--- src/rtl/hdmi_timing_pkg.sv ---
// Shared constants, sync-bus bit positions and FSM encoding for the HDMI timing controller.
package hdmi_timing_pkg;

    // 1280x720p60 timing
    localparam int H_ACTIVE_720P = 1280;
    localparam int H_FP_720P     = 110;
    localparam int H_SYNC_720P   = 40;
    localparam int H_BP_720P     = 220;
    localparam int V_ACTIVE_720P = 720;
    localparam int V_FP_720P     = 5;
    localparam int V_SYNC_720P   = 5;
    localparam int V_BP_720P     = 20;

    localparam int X_W = 11;
    localparam int Y_W = 10;

    // Bit positions inside the {de, vsync, hsync} bus
    localparam int DE = 2;
    localparam int VS = 1;
    localparam int HS = 0;

    typedef enum logic [1:0] {
        IDLE  = 2'd0,
        RUN   = 2'd1,
        DRAIN = 2'd2
    } state_t;

endpackage

--- src/rtl/hdmi_timing_ctrl_sync_delay_line.sv ---
// Fixed-depth shift register that resets to a caller-chosen "blank" word.
module sync_delay_line #(
    parameter int               DEPTH   = 2,
    parameter int               WIDTH   = 3,
    parameter logic [WIDTH-1:0] RST_VAL = '0
) (
    input  logic             i_clk,
    input  logic             i_reset_n,
    input  logic [WIDTH-1:0] i_d,
    output logic [WIDTH-1:0] o_q
);

    logic [DEPTH-1:0][WIDTH-1:0] r_sr;

    always_ff @(posedge i_clk) begin
        if (!i_reset_n) begin
            r_sr <= {DEPTH{RST_VAL}};
        end else begin
            r_sr[0] <= i_d;
            for (int i = 1; i < DEPTH; i++) begin
                r_sr[i] <= r_sr[i-1];
            end
        end
    end

    assign o_q = r_sr[DEPTH-1];

endmodule

--- src/rtl/hdmi_timing_ctrl.sv ---
// Video timing controller: raster counters, pixel-fetch requests, latency-matched
// sync/DE and pixel output, frame-boundary start/stop and underflow flag.
module hdmi_timing_ctrl
    import hdmi_timing_pkg::*;
#(
    parameter int          H_ACTIVE = H_ACTIVE_720P,
    parameter int          H_FP     = H_FP_720P,
    parameter int          H_SYNC   = H_SYNC_720P,
    parameter int          H_BP     = H_BP_720P,
    parameter int          V_ACTIVE = V_ACTIVE_720P,
    parameter int          V_FP     = V_FP_720P,
    parameter int          V_SYNC   = V_SYNC_720P,
    parameter int          V_BP     = V_BP_720P,
    parameter logic        HS_POL   = 1'b1,
    parameter logic        VS_POL   = 1'b1,
    parameter int          PIPE_LAT = 2,
    parameter logic [23:0] UF_COLOR = 24'hFF00FF
) (
    input  logic           i_hdmi_clk,
    input  logic           i_reset_n,
    input  logic           i_enable,
    input  logic           i_clear_underflow,
    input  logic [23:0]    i_rgb,
    input  logic           i_rgb_valid,
    output logic           o_pix_req,
    output logic [X_W-1:0] o_x,
    output logic [Y_W-1:0] o_y,
    output logic           o_frame_start,
    output logic [2:0]     o_hve_sync,
    output logic [23:0]    o_rgb,
    output logic           o_running,
    output logic           o_underflow
);

    localparam int H_TOT = H_ACTIVE + H_FP + H_SYNC + H_BP;
    localparam int V_TOT = V_ACTIVE + V_FP + V_SYNC + V_BP;

    localparam logic [X_W-1:0] HL_ACT    = X_W'(H_ACTIVE);
    localparam logic [X_W-1:0] HL_SYNC_S = X_W'(H_ACTIVE + H_FP);
    localparam logic [X_W-1:0] HL_SYNC_E = X_W'(H_ACTIVE + H_FP + H_SYNC);
    localparam logic [X_W-1:0] HL_LAST   = X_W'(H_TOT - 1);
    localparam logic [Y_W-1:0] VL_ACT    = Y_W'(V_ACTIVE);
    localparam logic [Y_W-1:0] VL_SYNC_S = Y_W'(V_ACTIVE + V_FP);
    localparam logic [Y_W-1:0] VL_SYNC_E = Y_W'(V_ACTIVE + V_FP + V_SYNC);
    localparam logic [Y_W-1:0] VL_LAST   = Y_W'(V_TOT - 1);
    localparam logic [3:0]     DRAIN_LAST = 4'(PIPE_LAT);

    localparam logic [2:0] SYNC_BLANK = {1'b0, ~VS_POL, ~HS_POL};

    state_t         r_state, w_state_nxt;
    logic [3:0]     r_drain_cnt, w_drain_cnt_nxt;
    logic [X_W-1:0] r_h;
    logic [Y_W-1:0] r_v;
    logic           w_run;
    logic           w_frame_end;
    logic           w_req;
    logic [2:0]     w_sync_a;
    logic [2:0]     r_sync_a;
    logic [X_W-1:0] r_x;
    logic [Y_W-1:0] r_y;
    logic           r_frame_start;
    logic [2:0]     w_sync_d;
    logic [2:0]     r_hve;
    logic [23:0]    r_rgb;
    logic           r_uf;

    assign w_run       = (r_state == RUN);
    assign w_frame_end = (r_h == HL_LAST) && (r_v == VL_LAST);

    always_ff @(posedge i_hdmi_clk) begin
        if (!i_reset_n) begin
            r_state     <= IDLE;
            r_drain_cnt <= '0;
        end else begin
            r_state     <= w_state_nxt;
            r_drain_cnt <= w_drain_cnt_nxt;
        end
    end

    // Stop only at the last clock of a frame, then let the delay line empty.
    always_comb begin
        w_state_nxt     = r_state;
        w_drain_cnt_nxt = r_drain_cnt;
        case (r_state)
            IDLE: begin
                if (i_enable) w_state_nxt = RUN;
            end
            RUN: begin
                if (w_frame_end && !i_enable) begin
                    w_state_nxt     = DRAIN;
                    w_drain_cnt_nxt = '0;
                end
            end
            DRAIN: begin
                if (r_drain_cnt == DRAIN_LAST) w_state_nxt = IDLE;
                else                           w_drain_cnt_nxt = r_drain_cnt + 4'd1;
            end
            default: w_state_nxt = IDLE;
        endcase
    end

    // Counters wrap to (0,0) on the last RUN clock, so DRAIN/IDLE hold them at origin.
    always_ff @(posedge i_hdmi_clk) begin
        if (!i_reset_n || !w_run) begin
            r_h <= '0;
            r_v <= '0;
        end else if (r_h == HL_LAST) begin
            r_h <= '0;
            r_v <= (r_v == VL_LAST) ? '0 : r_v + 1'b1;
        end else begin
            r_h <= r_h + 1'b1;
        end
    end

    assign w_req = w_run && (r_h < HL_ACT) && (r_v < VL_ACT);

    always_comb begin
        w_sync_a     = SYNC_BLANK;
        w_sync_a[DE] = w_req;
        if (w_run && (r_h >= HL_SYNC_S) && (r_h < HL_SYNC_E)) w_sync_a[HS] = HS_POL;
        if (w_run && (r_v >= VL_SYNC_S) && (r_v < VL_SYNC_E)) w_sync_a[VS] = VS_POL;
    end

    always_ff @(posedge i_hdmi_clk) begin
        if (!i_reset_n) begin
            r_sync_a      <= SYNC_BLANK;
            r_x           <= '0;
            r_y           <= '0;
            r_frame_start <= 1'b0;
        end else begin
            r_sync_a      <= w_sync_a;
            r_frame_start <= w_req && (r_h == '0) && (r_v == '0);
            if (w_req) begin
                r_x <= r_h;
                r_y <= r_v;
            end
        end
    end

    sync_delay_line #(
        .DEPTH   (PIPE_LAT),
        .WIDTH   (3),
        .RST_VAL (SYNC_BLANK)
    ) u_sync_dly (
        .i_clk     (i_hdmi_clk),
        .i_reset_n (i_reset_n),
        .i_d       (r_sync_a),
        .o_q       (w_sync_d)
    );

    // Pixel capture lines up with the delayed DE; a missing pixel is replaced and latched.
    always_ff @(posedge i_hdmi_clk) begin
        if (!i_reset_n) begin
            r_hve <= SYNC_BLANK;
            r_rgb <= '0;
            r_uf  <= 1'b0;
        end else begin
            r_hve <= w_sync_d;
            if (w_sync_d[DE]) r_rgb <= i_rgb_valid ? i_rgb : UF_COLOR;
            else              r_rgb <= '0;
            if (w_sync_d[DE] && !i_rgb_valid) r_uf <= 1'b1;
            else if (i_clear_underflow)       r_uf <= 1'b0;
        end
    end

    assign o_pix_req     = r_sync_a[DE];
    assign o_x           = r_x;
    assign o_y           = r_y;
    assign o_frame_start = r_frame_start;
    assign o_hve_sync    = r_hve;
    assign o_rgb         = r_rgb;
    assign o_running     = (r_state != IDLE);
    assign o_underflow   = r_uf;

endmodule

--- config.mk ---
export PLATFORM = sky130hd
export DESIGN_NAME = hdmi_timing_ctrl
export DESIGN_NICKNAME = d
export VERILOG_FILES = /design/src/rtl/hdmi_timing_pkg.sv /design/src/rtl/hdmi_timing_ctrl_sync_delay_line.sv /design/src/rtl/hdmi_timing_ctrl.sv
export SDC_FILE = /design/constraint.sdc
export NUM_CORES = 1
export LEC_CHECK = 0
export ABC_AREA = 1
export BUFFER_PORTS_ARGS = -buffer_cell sky130_fd_sc_hd__buf_2
export CORE_AREA = 4 4 98 100
export DETAILED_ROUTE_END_ITERATION = 12
export DIE_AREA = 0 0 102 104
export GPL_TIMING_DRIVEN = 0
export HOLD_SLACK_MARGIN = 0.06
export PLACE_DENSITY = 0.62
export SLEW_MARGIN = 0
export SYNTH_ARGS = -nofsm -noshare
export SYNTH_HDL_FRONTEND = slang
export SYNTH_SLANG_ARGS = --single-unit
export TNS_END_PERCENT = 10
--- constraint.sdc ---
create_clock -name i_hdmi_clk -period 1.55 [get_ports i_hdmi_clk]
set_input_delay 0.0775 -clock i_hdmi_clk [delete_from_list [all_inputs] [get_ports i_hdmi_clk]]
set_output_delay 0.0775 -clock i_hdmi_clk [all_outputs]
set_load 0.03 [all_outputs]
Yosys cells after proc, flatten, opt, wreduce, memory -nomap -nowiden
Cells that the tools add are included.
{"block": "totals", "latch_bits": 0, "word_cells": 72, "in_bits": 29, "reg_bits": 86, "mem_bits_rw": 0, "mem_count": 0, "output_inout_bits": 52, "mem_bits_ro": 0}
{"block": "op_classes", "order_cmp": 6, "mul": 0, "n_mux": 13, "n_bitwise": 0, "n_reduce_logical": 27, "n_eq_ne": 9, "n_div": 0, "n_shift": 0, "n_addsub": 3}
{"operator": "$mux 24", "count": 1}
{"operator": "$lt 11x11->1 const B", "count": 2}
{"operator": "$lt 10x10->1 const B", "count": 2}
{"operator": "$add 11x1->11 const B", "count": 1}
{"operator": "$eq 11x11->1 const B", "count": 1}
{"operator": "$ge 11x11->1 const B", "count": 1}
{"operator": "$logic_and 1x1->1", "count": 11}
{"operator": "$logic_not 11->1", "count": 1}
{"operator": "$add 10x1->10 const B", "count": 1}
{"operator": "$eq 10x10->1 const B", "count": 1}
{"operator": "$ge 10x10->1 const B", "count": 1}
{"operator": "$logic_not 10->1", "count": 1}
{"operator": "$mux 10", "count": 1}
{"operator": "$reduce_and 3->1", "count": 3}
{"operator": "$mux 4", "count": 2}
{"operator": "$pmux 4 s2", "count": 1}
{"operator": "$mux 2", "count": 3}
{"operator": "$ne 2x2->1 const B", "count": 3}
{"operator": "$pmux 2 s3", "count": 1}
{"operator": "$reduce_bool 2->1", "count": 3}
{"operator": "$add 4x1->4 const B", "count": 1}
{"operator": "$eq 4x2->1 const B", "count": 1}
{"operator": "$logic_not 1->1", "count": 4}
{"operator": "$mux 1", "count": 4}
{"operator": "other kinds (7)", "count": 7}

Longest topological paths before layout
Gate-level depths: netlist of run 1.
{"block": "logic_depth", "word_depth": 5, "depth_mapped": 11, "ltp_nobuf": 11}

By module
A second synthesis of run 1 with hierarchy kept.
{"block": "hier_totals", "hier_cells": 427, "hier_area_um2": 3405.8}
{"mod": "hdmi_timing_ctrl", "area_each_um2": 3218.1, "cells_per_inst": 406, "instances": 1, "seq_area_each_um2": 1601.5}
{"mod": "sync_delay_line", "area_each_um2": 187.7, "cells_per_inst": 21, "instances": 1, "seq_area_each_um2": 120.1}

Worst setup path after synthesis of run 1
OpenSTA, ideal clock, no wires.
{"block": "synth_path", "path_type": "reg-to-reg", "from": "register r_v[1]", "to": "register r_drain_cnt[2]", "path_stages_with_launch": 12, "synth_period_minus_slack_ns": 1.478, "setup_slack_ns": 0.072, "t_arrival_ns": 1.361, "setup_ns": 0.117, "required_ns": 1.433, "n_path_buf": 0, "cell_sequence": "dfxtp_1 -> inv_1 -> ha_1 -> nand2_1 -> nor2_1 -> nand2_1 -> nor2_2 -> nand3_1 -> nand2_2 -> nand2_1 -> nand2_1 -> a21oi_2"}
{"block": "synth_between", "elab_chain_cells": 5}
{"item": "from (decl)", "line_no": "hdmi_timing_ctrl.sv:53", "source": "logic [Y_W-1:0] r_v;"}
{"item": "from (signal assigned)", "line_no": "hdmi_timing_ctrl.sv:109", "source": "r_v <= (r_v == VL_LAST) ? '0 : r_v + 1'b1;"}
{"item": "$eq 10x10->1", "line_no": "hdmi_timing_ctrl.sv:68", "source": "assign w_frame_end = (r_h == HL_LAST) && (r_v == VL_LAST);"}
{"item": "$logic_and 1x1->1", "line_no": "hdmi_timing_ctrl.sv:68"}
{"item": "$logic_and 1x1->1", "line_no": "hdmi_timing_ctrl.sv:89", "source": "if (w_frame_end && !i_enable) begin"}
{"item": "$ne 2x1->1 (no source line)"}
{"item": "$reduce_and 3->1 (no source line)"}
{"item": "to (signal assigned)", "line_no": "hdmi_timing_ctrl.sv:76", "source": "r_drain_cnt <= w_drain_cnt_nxt;"}
{"item": "to (decl)", "line_no": "hdmi_timing_ctrl.sv:51", "source": "logic [3:0] r_drain_cnt, w_drain_cnt_nxt;"}
Every way passes these cells.
A chain may end at the register's enable or synchronous reset.

Final worst setup path of run 1
{"block": "layout_path", "from": "register r_h[1]", "to": "register r_v[5]"}
{"block": "layout_between", "elab_chain_cells": 1}
{"item": "from (decl)", "line_no": "hdmi_timing_ctrl.sv:52", "source": "logic [X_W-1:0] r_h;"}
{"item": "from (signal assigned)", "line_no": "hdmi_timing_ctrl.sv:111", "source": "r_h <= r_h + 1'b1;"}
{"item": "$eq 11x11->1", "line_no": "hdmi_timing_ctrl.sv:107", "source": "end else if (r_h == HL_LAST) begin"}
Every way passes these cells.

==> run summary, run 1 <==
area of the die -> 10600 um2
clock period minus worst slack -> 1490 ps
die outline width -> 102 um
clock transition at the registers of the reported paths -> 90 ps
top cells by area, synth -> dfxtp_1, nor2_1, nand2_1
worst vdd ir -> 0.583 mV
largest net degree at the start of global routing -> 16
syn_nets -> 467
layout cells sized above 1 -> 33.2%
Post-synth EDFFs -> 0
clock skew -> 6.99 ps
Synth-to-Final Area Change -> 37.4%
routed wl met3 -> 610 um
Iter 0 DRT Violations -> 100
cell count after synthesis -> 429
Pleak -> 2.10 nW
Filler Cell Count -> 819
Clock Path Buffers -> 2
status -> completed
sequential fraction of the synthesis area -> 49.8%
register bit total from synthesis -> 86
worst r2r path cells -> 8
DP Wirelength -> 5.95 mm
Critical Path RT -> 1810 ps
num rows -> 34
clk sinks -> 86
gr usage total -> 16.6%
Critical Path Sink Type -> flop
DR WL/cell -> 13.1 um
Max-cap violations -> 0
final setup fails -> 0
final hold violation count -> 0
Via density -> 4.70
Die H -> 104 um
pwr/cell area -> 1050 nW/um2
met2 wire length -> 4.21 mm
Max Used Layer -> met4
count of pins over their slew limit -> 0
Final Power -> 0.00497 W
Setup CP Type -> reg2reg
Layout Cells excl Fill -> 669
final instance area -> 4750 um2
Placed Cells incl. Taps -> 617
clk root buf -> clkbuf_8
synth cell count leaders -> dfxtp_1, nor2_1, nand2_1, inv_1
max_slew headroom -> 63.5%
slew at the pin with the worst max-slew slack -> 548 ps
TritonCTS clock tree -> built
crit path max fanout -> 5
Yosys top cell by area -> dfxtp_1
top-count cell post-synth -> dfxtp_1
via count -> 3143
Ant. Diodes -> 0
ys flop type -> dfxtp_1
global-route wire length before repair -> 14.3 mm
core area -> 8680 um2
first-pass detailed-route iteration total -> 4
RSZ-0062 raised after global routing -> true
TritonCTS buffer count -> 9
worst skew pair latency -> 350 ps
initial core utilization -> 39.9%
# nets final -> 594
gr ovfl total -> 0
top-area cell type share of the netlist area -> 49.8%
CP arrival -> 1750 ps
maximum clock frequency -> 672 MHz
worst hold path class -> in2reg
port bufs -> 80
warnings from Yosys -> 0
# H-tree levels -> 3
Area after DPL -> 4000 um2
Setup crit start kind -> flop
DRT met1 WL -> 3.84 mm
global placement routability congestion -> 0.877
initial antenna violation count -> 0
Final period util -> 96.1%
Post-synth ARST share -> 0%
final setup TNS -> 0 ps
final antenna-violating net count -> 0
Finished Core Util -> 54.8%
# DRC -> 0
final WL -> 8.78 mm
Distinct cells, synth -> 39
Netlist Area Pre-Place -> 3460 um2
syn_area_per_cell -> 8.06 um2
Hold Path Depth -> 3
io pins -> 81
vias in the first global route -> 3100
reg2reg setup slack -> 60 ps
==> layout by cell type (no fill, tap or decap), types with 3 or more instances in the layout <==
cell type       n
a21oi_1        15
a21oi_2        20
o21ai_0         5
buf_12          3
clkbuf_1        6
dfxtp_2         5
dfxtp_1        78
nor2_4          4
nand3_2         5
inv_2          11
o21ai_1        21
nand2_1        50
nor2_2          7
nand2_2         7
inv_1          45
nand4_1         7
dlygate4sd3_1  27
dfxtp_4         3
nand3_1        18
bufinv_16       3
buf_2          80
ha_1            7
buf_4           8
nand2_4         3
nor2_1         75
nor3_1          7
clkbuf_8        9
==> repair_timing <==
action | in CTS | in global routing
setup endpoints to repair | 22 | 45
hold endpoints to repair | 26 | 0
hold buffers | 27 | 0
buffers inserted | 2 | 7
pin swaps | 2 | 7
gates resized for setup | 15 | 35
==> where the power goes <==
part | switching [W] | leakage [nW] | internal, W
clock network | 0.000814 | 0.119 | 0.00109
registers | 0.0000493 | 0.702 | 0.00229
logic | 0.000452 | 1.28 | 0.000280
==> final cells by class <==
cell class	count	area [um2]	area share, %
flip-flops and latches	86	1740	36.6
multi-input cells	274	1560	32.8
repair buffers	116	754	15.9
inverters	59	228	4.79
well taps	108	135	2.84
clock buffers	10	128	2.68
clock inverters	6	118	2.47
plain buffers	10	92.6	1.95
==> per-layer routing <==
layer | vias to the layer above | global-route usage (%)
met5 | - | 0
met4 | 0 | 4.40
met3 | 12 | 4.90
met2 | 98 | 27.9
met1 | 1398 | 20.6
li1 | 1635 | -
==> logic make-up after synthesis <==
kind of cell             synth area share (%)
AND/OR/NAND/NOR                          24.6
flip-flops                               49.8
AO/OA/AOI/OAI                            13.2
buffers and inverters                    8.43
adder cells (fa/ha/maj)                  3.26
XOR/XNOR                                0.760
==> sequential cells by signal (all words and copies together), names as in the netlist <==
name / flops
o_y: 10
r_state: 2
o_x: 11
u_sync_dly.r_sr: 3
r_drain_cnt: 4
r_v: 10
u_sync_dly.o_q: 3
o_frame_start: 1
r_h: 11
o_underflow: 1
o_rgb: 24
r_sync_a: 3
o_hve_sync: 3
==> worst max-delay path, cell delays in order, from the launching register on <==
cell and delay, ps:
dfxtp_2 370, inv_2 70, ha_4 170, nand4_4 110, nor2_4 70, buf_4 140, a21oi_4 190, inv_2 90
nor3_1 190
==> worst paths after layout <==
| check | from | end |
|---|---|---|
| worst max-delay path | r_h[1] | r_v[5] |
| worst min-delay path | i_reset_n | r_drain_cnt[2] |
| worst max register to register | r_h[1] | r_v[5] |
| worst min register to register | u_sync_dly.r_sr[0] | u_sync_dly.o_q[0] |
==> through the flow <==
step	hold slack [ps]	worst slack, ps
5_1_grt	101	-45.6
6_report	114	60.8
2_1_floorplan	188	72.1
4_1_cts	93.4	2.62
3_5_place_dp	292	-190
3_3_place_gp	283	-194
Power figures use the tool's default switching activity.
==> run 2: changes to the inputs <==
--- a/config.mk
+++ b/config.mk
@@ -7,9 +7,9 @@
 export LEC_CHECK = 0
 export ABC_AREA = 1
 export BUFFER_PORTS_ARGS = -buffer_cell sky130_fd_sc_hd__buf_2
-export CORE_AREA = 4 4 98 100
+export CORE_AREA = 8 8 102 104
 export DETAILED_ROUTE_END_ITERATION = 12
-export DIE_AREA = 0 0 102 104
+export DIE_AREA = 0 0 110 112
 export GPL_TIMING_DRIVEN = 0
 export HOLD_SLACK_MARGIN = 0.06
 export PLACE_DENSITY = 0.62
==> run summary, run 2 (synthesized netlist as in run 1, its figures left out) <==
# nets final -> 591
final antenna-violating net count -> 0
via count -> 3167
reg2reg end -> r_drain_cnt[0]
io pins -> 81
# DRC -> 0
slew at the pin with the worst max-slew slack -> 561 ps
RSZ-0062 raised after global routing -> true
slowest cell delay on critical path -> 350 ps
hold path start -> i_rgb_valid
initial core utilization -> 38.9%
first-pass detailed-route iteration total -> 4
most frequent cells in the layout -> buf_2, dfxtp_1, nor2_1
Ant. Diodes -> 0
DP Wirelength -> 6.41 mm
Largest register FFs -> 24
final hold violation count -> 0
worst hold slack -> 95.3 ps
final setup fails -> 0
Iter 0 DRT Violations -> 182
num rows -> 35
final setup TNS -> 0 ps
final WL -> 9.18 mm
Clock Path Buffers -> 2
clk root buf -> clkbuf_8
core area -> 8890 um2
count of pins over their slew limit -> 0
final instance area -> 4670 um2
largest net degree at the start of global routing -> 17
status -> completed
Critical Path Sink Type -> flop
Final period util -> 97.8%
CP arrival -> 1810 ps
clock transition at the registers of the reported paths -> 100 ps
clock period minus worst slack -> 1520 ps
Via density -> 4.73
global-route wire length before repair -> 14.6 mm
critical path startpoint -> r_h[1]
commonest non-fill, non-tap cell in the layout -> buf_2
gr ovfl total -> 0
clock skew -> 9.43 ps
Critical Path RT -> 1850 ps
reg2reg setup slack -> 30 ps
Setup crit start kind -> flop
Max stage delay cell, worst path -> dfxtp_2
layout cells sized above 1 -> 32.1%
worst vdd ir -> 0.499 mV
Synth-to-Final Area Change -> 34.9%
worst r2r src -> r_h[1]
Die H -> 112 um
clk sinks -> 86
Max-cap violations -> 0
end of the critical path -> r_drain_cnt[0]
Worst path depth -> 9
initial antenna violation count -> 0
TritonCTS clock tree -> built
worst skew pair latency -> 360 ps
area of the die -> 12300 um2
Setup CP Type -> reg2reg
maximum clock frequency -> 660 MHz
CP top delay family -> simple AND/OR/NAND/NOR gates
Pleak -> 2.06 nW
pwr/cell area -> 1040 nW/um2
TritonCTS buffer count -> 9
max_slew headroom -> 62.6%
worst hold path class -> in2reg
Area after DPL -> 4000 um2
worst path cell trace -> inv_2 > ha_2 > nand4_4 > nor2_4 > nand3_2 > nand2_4 > buf_4 > a21oi_1 > nor2_1
vias in the first global route -> 3089
Worst Path Buf+Inv -> 2
DR WL/cell -> 13.7 um
crit path max fanout -> 7
worst r2r path cells -> 9
gr usage total -> 14.7%
Filler Cell Count -> 843
die outline width -> 110 um
# H-tree levels -> 3
global placement routability congestion -> 0.898
port bufs -> 80
[run 2: cell types whose count changed in the layout (fill, tap and decap cells not counted), moves of 2 or more]
cell | before | now
buf_4 | 8 | 5
nand3_2 | 5 | 3
inv_6 | 0 | 2
inv_4 | 2 | 0
nand2_1 | 50 | 53
nand3_1 | 18 | 20
nand2_2 | 7 | 4
inv_2 | 11 | 13
[run 2: routing by layer]
layer | up-vias | track usage [%] | share of wire (%)
met4 | 0 | 4.50 | 1.1
met5 | - | 0 | 0
met3 | 8 | 3.35 | 6.1
met1 | 1457 | 17.3 | 44
met2 | 77 | 25.5 | 49
li1 | 1625 | - | -
[run 2: area by class of cell]
| class | count | area (um2) | area share [%] |
|---|---|---|---|
| Sequential cell | 86 | 1740 | 37.2 |
| Multi-Input combinational cell | 274 | 1530 | 32.8 |
| Timing Repair Buffer | 113 | 728 | 15.6 |
| Inverter | 59 | 223 | 4.77 |
| Tap cell | 111 | 139 | 2.98 |
| Clock buffer | 9 | 124 | 2.65 |
| Clock inverter | 7 | 104 | 2.23 |
| Buffer | 10 | 80.1 | 1.72 |
[run 2: worst min-delay path: stages]
cell	delay [ps]
buf_2	100
inv_1	100
nor2_1	100
nor2_1	40
[run 2: per-stage QoR]
step	power [W]	cells	util, %	setup WS, ps
after floorplan	0.00283	429	-	72.1
after global placement	0.00302	620	45.0	-153
after detailed placement	0.00303	620	45.0	-182
after CTS	0.00486	666	51.2	1.14
after global routing	0.00506	669	52.5	-63.0
final	0.00484	669	52.5	34.0
[run 2: worst min-delay path by stage]
stage | end | slack (ps) | cells after the start
after floorplan | o_underflow | 190 | 1
after global placement | o_rgb[3] | 280 | 3
after detailed placement | o_underflow | 290 | 2
after CTS | o_rgb[18] | 90 | 4
after global routing | r_drain_cnt[2] | 120 | 3
final | o_rgb[18] | 100 | 4
[run 2: what timing repair did]
action | in CTS | in global routing
setup buffers | 3 | 3
gates resized for setup | 14 | 23
hold buffers | 27 | 0
hold endpoints to repair | 26 | 0
pin swaps | 3 | 6
setup endpoints to repair | 21 | 32
[run 2: where the power goes]
part           switching, W  internal (W)
sequential        0.0000489       0.00229
combinational      0.000444      0.000263
clock              0.000858      0.000930
==> run 3: changes to the inputs <==
--- a/config.mk
+++ b/config.mk
@@ -7,12 +7,13 @@
 export LEC_CHECK = 0
 export ABC_AREA = 1
 export BUFFER_PORTS_ARGS = -buffer_cell sky130_fd_sc_hd__buf_2
-export CORE_AREA = 8 8 102 104
+export CORE_AREA = 8 8 94 96
 export DETAILED_ROUTE_END_ITERATION = 12
-export DIE_AREA = 0 0 110 112
+export DIE_AREA = 0 0 102 104
 export GPL_TIMING_DRIVEN = 0
 export HOLD_SLACK_MARGIN = 0.06
-export PLACE_DENSITY = 0.62
+export PLACE_DENSITY = 0.72
+export REMOVE_ABC_BUFFERS = 1
 export SLEW_MARGIN = 0
 export SYNTH_ARGS = -nofsm -noshare
 export SYNTH_HDL_FRONTEND = slang
==> run summary, run 3 (synthesized netlist as in run 1, its figures left out) <==
status -> finished, violations left
failing checks -> negative setup slack
Max-cap violations -> 0
core area -> 7450 um2
end of the critical path -> r_v[8]
via count -> 3158
reg2reg setup slack -> -30 ps
Sequential Area -> 1730 um2
final setup fails -> 1
clk sinks -> 86
Setup CP Type -> reg2reg
Finished Core Util -> 61.2%
Die H -> 104 um
CP arrival -> 1830 ps
pwr/cell area -> 997 nW/um2
area of the die -> 10600 um2
worst r2r path cells -> 9
vias in the first global route -> 3040
global placement routability congestion -> 0.877
io pins -> 81
min setup slack post-route -> -25.9 ps
DR WL/cell -> 13.4 um
Clock Path Buffers -> 2
Via density -> 4.86
Final period util -> 102%
maximum clock frequency -> 635 MHz
port bufs -> 80
critical path startpoint -> r_h[1]
Pleak -> 2.01 nW
Largest register FFs -> 24
most frequent cells in the layout -> dfxtp_1, buf_2, nor2_1
final hold violation count -> 0
clock period minus worst slack -> 1580 ps
clock transition at the registers of the reported paths -> 90 ps
worst r2r src -> r_h[1]
gr ovfl total -> 0
largest net degree at the start of global routing -> 39
gr usage total -> 16.5%
final antenna-violating net count -> 0
Filler Cell Count -> 631
initial antenna violation count -> 0
TritonCTS clock tree -> built
TritonCTS buffer count -> 9
Final Power -> 0.00454 W
crit path max fanout -> 4
DP Wirelength -> 5.91 mm
commonest non-fill, non-tap cell in the layout -> dfxtp_1
Multi-input gate area -> 1540 um2
initial core utilization -> 46.5%
reg2reg end -> r_v[8]
clk root buf -> clkbuf_8
final WL -> 8.72 mm
Critical Path RT -> 1800 ps
Iter 0 DRT Violations -> 159
global-route wire length before repair -> 14.2 mm
Synth-to-Final Area Change -> 31.7%
clock skew -> 11.5 ps
max_slew headroom -> 61.6%
RSZ-0062 raised after global routing -> true
Critical Path Sink Type -> flop
# DRC -> 0
die outline width -> 102 um
Setup crit start kind -> flop
count of pins over their slew limit -> 0
worst vdd ir -> 0.515 mV
# H-tree levels -> 3
layout cells sized above 1 -> 30.8%
# nets final -> 581
Ant. Diodes -> 0
num rows -> 32
worst hold path class -> in2reg
worst skew pair latency -> 360 ps
first-pass detailed-route iteration total -> 4
slew at the pin with the worst max-slew slack -> 576 ps
-- run 3: per-layer routing --
layer	vias to the layer above	GRT usage [%]	share of wire, %
met3	21	3.88	8.9
met1	1414	20.0	43
met2	123	26.8	46
met4	0	6.82	2.2
li1	1600	-	-
met5	-	0	0
-- run 3: worst min-delay path by stage --
| stage | cells after the start | startpoint | slack (ps) | to |
|---|---|---|---|---|
| global placement | 3 | i_rgb[1] | 290 | o_rgb[1] |
| global route | 3 | i_reset_n | 230 | u_sync_dly.r_sr[2] |
| finish | 3 | i_reset_n | 210 | u_sync_dly.o_q[1] |
| CTS | 3 | i_reset_n | 200 | u_sync_dly.o_q[1] |
| detailed placement | 3 | i_rgb[4] | 290 | o_rgb[4] |
| floorplan | 2 | i_reset_n | 170 | o_hve_sync[0] |
-- run 3: area by class of cell --
class                           count  area share, %
Multi-Input combinational cell    274           33.8
Tap cell                          102           2.80
Timing Repair Buffer              113           16.0
Clock inverter                      7           1.59
Clock buffer                        9           2.72
Sequential cell                    86           38.0
Inverter                           59           5.11
-- run 3: repair_timing --
action | CTS | global route
hold buffers | 27 | 0
resized for setup | 12 | 21
buffers inserted | 2 | 4
gates cloned | 0 | 0
hold endpoints to repair | 26 | 0
pin swaps | 2 | 6
endpoints found under the setup margin | 45 | 45
-- run 3: critical path, cell delays in order (launching register included) --
cell and delay, ps:
dfxtp_2 350, inv_2 80, ha_2 210, nand4_4 140, nor2_4 200, nand3_2 130, nor2_4 130, nand3_1 90
nand2_1 90, nor2_1 40
-- run 3: metrics by stage --
step	cells	hold WS, ps	worst slack, ps	setup TNS, ps	instance area, um2
2_1_floorplan	419	171	23.5	0	3390
3_3_place_gp	601	288	-226	-7530	3920
3_5_place_dp	601	292	-252	-8520	3920
4_1_cts	646	200	3.35	0	4430
5_1_grt	650	232	-77.7	-694	4560
6_report	650	206	-25.9	-25.9	4560
-- run 3: power breakdown --
group	leakage [nW]	switching (W)	internal [W]	total [W]
Clock	0.0960	0.000806	0.000749	0.00156
Combinational	1.21	0.000423	0.000224	0.000647
Sequential	0.700	0.0000492	0.00229	0.00234
Total	2.01	0.00128	0.00327	0.00454
